### config.mk
export PLATFORM = sky130hd
export DESIGN_NAME = program_counter
export DESIGN_NICKNAME = d
export VERILOG_FILES = /design/src/rtl/cpu_pkg.sv /design/src/rtl/pc_next_logic.sv /design/src/rtl/program_counter.sv
export SDC_FILE = /design/constraint.sdc
export NUM_CORES = 1
export LEC_CHECK = 0
export ABC_CLOCK_PERIOD_IN_PS = 4100
export CORE_ASPECT_RATIO = 0.6
export CORE_MARGIN = 8
export CORE_UTILIZATION = 35
export DETAILED_ROUTE_END_ITERATION = 8
export HOLD_SLACK_MARGIN = 0.08
export PLACE_DENSITY = 0.67
export SYNTH_ARGS = -nofsm -noshare
export SYNTH_HDL_FRONTEND = slang
export SYNTH_HIERARCHICAL = 1
export SYNTH_SLANG_ARGS = --single-unit
### constraint.sdc
create_clock -name clk -period 4.1 [get_ports clk]
set_input_delay 1.025 -clock clk [delete_from_list [all_inputs] [get_ports clk]]
set_output_delay 1.025 -clock clk [all_outputs]
set_load 0.005 [all_outputs]
### src/rtl/cpu_pkg.sv
// Shared core package: decoded control-unit op encoding, PC step constant and
// the branch-condition helper used by the fetch-address logic.
package cpu_pkg;

    // Decoded op from the control unit; encoding order is fixed (starts at 0)
    typedef enum logic [5:0] {
        CU_LUI, CU_AUIPC, CU_JAL, CU_JALR,
        CU_BEQ, CU_BNE, CU_BLT, CU_BGE, CU_BLTU, CU_BGEU,
        CU_LB, CU_LH, CU_LW, CU_LBU, CU_LHU,
        CU_SB, CU_SH, CU_SW,
        CU_ADDI, CU_SLTI, CU_SLTIU, CU_SLIU, CU_XORI, CU_ORI, CU_ANDI,
        CU_SLLI, CU_SRLI, CU_SRAI,
        CU_ADD, CU_SUB, CU_SLL, CU_SLT, CU_SLTU, CU_XOR, CU_SRL, CU_SRA,
        CU_OR, CU_AND,
        CU_ERROR
    } cuOPType;

    // Sequential fetch increment (one 32-bit instruction)
    localparam logic [31:0] PC_STEP = 32'd4;

    // Branch decision from ALU flags. The ALU already did the signed or
    // unsigned compare, so signed/unsigned variants share one condition.
    // Non-branch ops report "not taken".
    function automatic logic branch_taken(input cuOPType op, input logic neg,
                                          input logic zero);
        logic taken;
        taken = 1'b0;
        case (op)
            CU_BEQ:           taken = zero;
            CU_BNE:           taken = !zero;
            CU_BLT, CU_BLTU:  taken = neg && !zero;
            CU_BGE, CU_BGEU:  taken = !neg || zero;
            default:          taken = 1'b0;
        endcase
        return taken;
    endfunction

endpackage

### src/rtl/pc_next_logic.sv
// Combinational next-fetch-address selection for the single-cycle core.
// Picks among sequential, PC-relative (JAL / taken branch) and register-based
// (JALR, bit 0 forced low) targets. All adds wrap modulo 2^32.
import cpu_pkg::*;

module pc_next_logic (
    input  cuOPType     cuOP,
    input  logic [31:0] pc,
    input  logic [31:0] rs1Read,
    input  logic [31:0] signExtend,
    input  logic        ALUneg,
    input  logic        Zero,
    output logic [31:0] next_pc
);

    logic [31:0] seq_addr;
    logic [31:0] rel_addr;
    logic [31:0] reg_addr;

    assign seq_addr = pc + PC_STEP;
    assign rel_addr = pc + signExtend;
    assign reg_addr = rs1Read + signExtend;

    // Select the next address; unknown/illegal ops just fall through to PC+4
    always_comb begin
        next_pc = seq_addr;
        case (cuOP)
            CU_JAL:  next_pc = rel_addr;
            CU_JALR: next_pc = {reg_addr[31:1], 1'b0};
            default: next_pc = branch_taken(cuOP, ALUneg, Zero) ? rel_addr : seq_addr;
        endcase
    end

endmodule

### src/rtl/program_counter.sv
// Program counter of the single-cycle RV32I core: holds the fetch address and
// loads the next address from pc_next_logic on each cycle with iready high.
// Optional feature macro PC_LINK_EN adds the linkAddr (PC+4) output.
import cpu_pkg::*;

module program_counter #(
    parameter logic [31:0] RESET_ADDR = 32'h0000_0000
) (
    input  logic        clk,
    input  logic        nRST,
    input  cuOPType     cuOP,
    input  logic [31:0] rs1Read,
    input  logic [31:0] signExtend,
    input  logic        ALUneg,
    input  logic        Zero,
    input  logic        iready,
    output logic [31:0] PCaddr
`ifdef PC_LINK_EN
    ,
    output logic [31:0] linkAddr
`endif
);

    logic [31:0] next_pc;

    pc_next_logic u_next (
        .cuOP       (cuOP),
        .pc         (PCaddr),
        .rs1Read    (rs1Read),
        .signExtend (signExtend),
        .ALUneg     (ALUneg),
        .Zero       (Zero),
        .next_pc    (next_pc)
    );

    // PC register: async reset wins; otherwise advance only when fetch is ready
    always_ff @(posedge clk or negedge nRST) begin
        if (!nRST)
            PCaddr <= RESET_ADDR;
        else if (iready)
            PCaddr <= next_pc;
    end

`ifdef PC_LINK_EN
    // Return address for JAL/JALR; tracks RESET_ADDR+4 during reset for free
    assign linkAddr = PCaddr + PC_STEP;
`endif

endmodule

==> results of run 1 <==
[final timing paths]
path	end	from	slack, ps
worst max-delay path	PCaddr[26]	signExtend[3]	100
worst min-delay path	PCaddr[29]	PCaddr[29]	590
worst max register to register	PCaddr[29]	PCaddr[10]	880
worst min register to register	PCaddr[29]	PCaddr[29]	590
max in group asynchronous	PCaddr[17]	nRST	2570
min in group asynchronous	PCaddr[30]	nRST	1180
[repair_timing]
action / 4_1_cts / 5_1_grt
pin swaps: 8 / 14
resized for setup: 9 / 27
setup endpoints to repair: 8 / 10
endpoints found under the hold margin: 0 / 0
setup buffers: 1 / 7
[kinds of logic after synthesis]
logic type	count (synthesis)	share of synthesized area, %
compound gates	213	25.0
xor+xnor	82	12.6
fa+ha+maj	64	14.3
buf+inv	46	4.02
flops	32	14.0
mux	35	8.87
simple gates	246	21.1
[critical path, stage by stage]
cell	delay (ps)
clkdlybuf4s50_1	420
ha_2	180
a21o_1	200
a21oi_4	170
a32oi_4	150
a221o_1	400
buf_4	170
buf_4	120
a211oi_1	220
a211oi_1	80
buf_4	170
buf_4	130
a2111oi_0	380
nand2_1	90
mux2_4	260
[power by group]
part | switching, mW | leakage (nW) | internal [mW]
clock | 0.155 | 0.0712 | 0.243
sequential | 0.299 | 0.389 | 0.470
combinational | 1.55 | 3.15 | 1.77
[metal layers]
layer,vias to the layer above,GRT usage (%),wire length [um]
li1,3095,-,-
met1,2963,30.6,10900
met2,272,25.3,7610
met3,18,3.82,1900
met4,0,2.74,137
met5,-,0,0
[cell type report]
| cell class | instances | area (sq um) |
|---|---|---|
| clock buffer | 8 | 146 |
| inverter | 18 | 67.6 |
| sequential | 32 | 801 |
| multi-input combinational | 640 | 4830 |
| fill | 1576 | 8010 |
| timing repair buffer | 226 | 1970 |
| tap | 209 | 262 |
[placed cells by master, fill, tap and decap left out, types with 6 or more instances in the layout]
master           count
clkdlybuf4s50_1     97
a211oi_1             7
dfrtp_1             32
nand2b_1            13
nor3_1              14
nor4_1               6
dlymetal6s2s_1       7
o22ai_1             12
ha_1                57
xor2_1              34
buf_4              120
o21bai_1             6
xnor2_1             48
o21ai_0             35
a21oi_1             52
nor2b_1             11
o21a_1               7
a22oi_1              7
and3_1               6
o221ai_1            15
nand2_1             70
nand3_1             32
a21o_1              27
nor2_1              53
nand4_1             15
inv_1               16
mux2_4              30
[metrics by stage]
| step | power, mW | instances |
|---|---|---|
| 2_1_floorplan | 2.69 | 718 |
| 3_3_place_gp | 3.94 | 1118 |
| 3_5_place_dp | 3.97 | 1118 |
| 4_1_cts | 4.41 | 1126 |
| 5_1_grt | 4.83 | 1133 |
| 6_report | 4.49 | 1133 |
==> impl_metrics.toml, run 1 <==
[worst_hold_path]
hold_path_class = "reg -> reg"
min_path_cells = 1

[synth]
syn_area_per_cell_sq_um = 7.94
async_flop_share_pct = 100
postSynthCellCount = 718
ys_top_cells_by_area = "dfrtp_1 14%, ha_1 14%, mux2_4 7.9%, xnor2_1 7.4%, xor2_1 5.2%"
yosysWarningCount = 6
synth_seq_cells = 32
synth_edf_count = 0
synthTopCellsByCount = "71 x nand2_1, 62 x ha_1, 54 x a21oi_1, 53 x nor2_1, 48 x xnor2_1"
synth_top_area_share_pct = 14.0
yosys.area.top_type = "dfrtp_1"
synth.distinct_cells = 59
synth_ff_type = "dfrtp_1"
seq_area_frac_synth_pct = 14.0
synth_most_common_cell = "nand2_1"
synth_fp_nets = 857
syn_area_sq_mm = 0.00570

[placed_design]
placed_area_sq_mm = 0.00771
portBuffers = 106
dp_hpwl_mm = 16.5
dp_slack_ps = -529
routabilityCongestion = 0.914

[sta]
hold_slack_ps = 588
skew_ps = 6.70
finalHoldViolations = 0
max_freq_mhz = 250
worstMarginPinSlew_ps = 1170
fin_ws_ps = 97.9
setup_viol = 0
slew_headroom_pct = 22.0
finalSetupTns_ps = 0
min_period_over_period_pct = 97.6
drv_slew = 0
period_needed_ps = 4000

[worst_setup_path]
startpoint_type = "primary input"
end_kind = "flip-flop"
worst-path-max-fanout = 3
cp_data_arrival_time_ps = 4180
r2r_cells = 11
cp.required_ps = 4280
crit_type = "in -> reg"

[layout]
flow.area_growth_from_synthesis_pct = 41.6
stdcell_area_sq_mm = 0.00808
drive_above_1_share_pct = 20.1
top_regs = "PCaddr x32"
largest-register = "PCaddr"
fin_util_pct = 50.2
largest_reg_flops = 32
diodes = 0
nets = 1062

[die]
core_sq_mm = 0.0161
chipHeight_um = 115
die_w_um = 181
fp.dieArea_sq_mm = 0.0208
rows = 36
initial_utilization_pct = 35.5
ioPinCount = 107

[route]
dr.pass1.iters = 6
ant_nets = 0
routed-via-count = 6348
viasPerCell = 5.60
drt-total-wl_mm = 20.6
drc_errors = 0
wl_per_cell_um = 18.2
initialDrtViolationCount = 711

[power_and_ir_drop]
irDropWorstVdd_uv = 254
p_per_area_mw_per_mm2 = 555
power.leakage_nw = 3.61

[global_route]
grt_overflow = 0
grt_pass1_vias = 5893
grt_pass1_wl_mm = 32.2
grt_max_degree = 33
grt_usage_pct = 19.1
antenna_found_initial = 0

[clock_tree]
clkLatencyLatePin_ps = 290
cts_tree = "yes"
postCtsHoldBufs = 0
cts_sinks = 32
cts_buffers = 5
cts_buffer_depth = 2
clkTransAtPathRegs_ps = 60
root_buffer = "clkbuf_16"
cts_htree_levels = 2

[job]
cap_violations = 0

[status]
status = "completed"
(Power assumes the default switching activity.)
==> run 2: changes to the inputs <==
--- a/config.mk
+++ b/config.mk
@@ -16,3 +16,4 @@
 export SYNTH_HDL_FRONTEND = slang
 export SYNTH_HIERARCHICAL = 1
 export SYNTH_SLANG_ARGS = --single-unit
+export TNS_END_PERCENT = 50
==> results of run 2 <==
The final DEF is identical to that of run 1; final timing and power are the same.
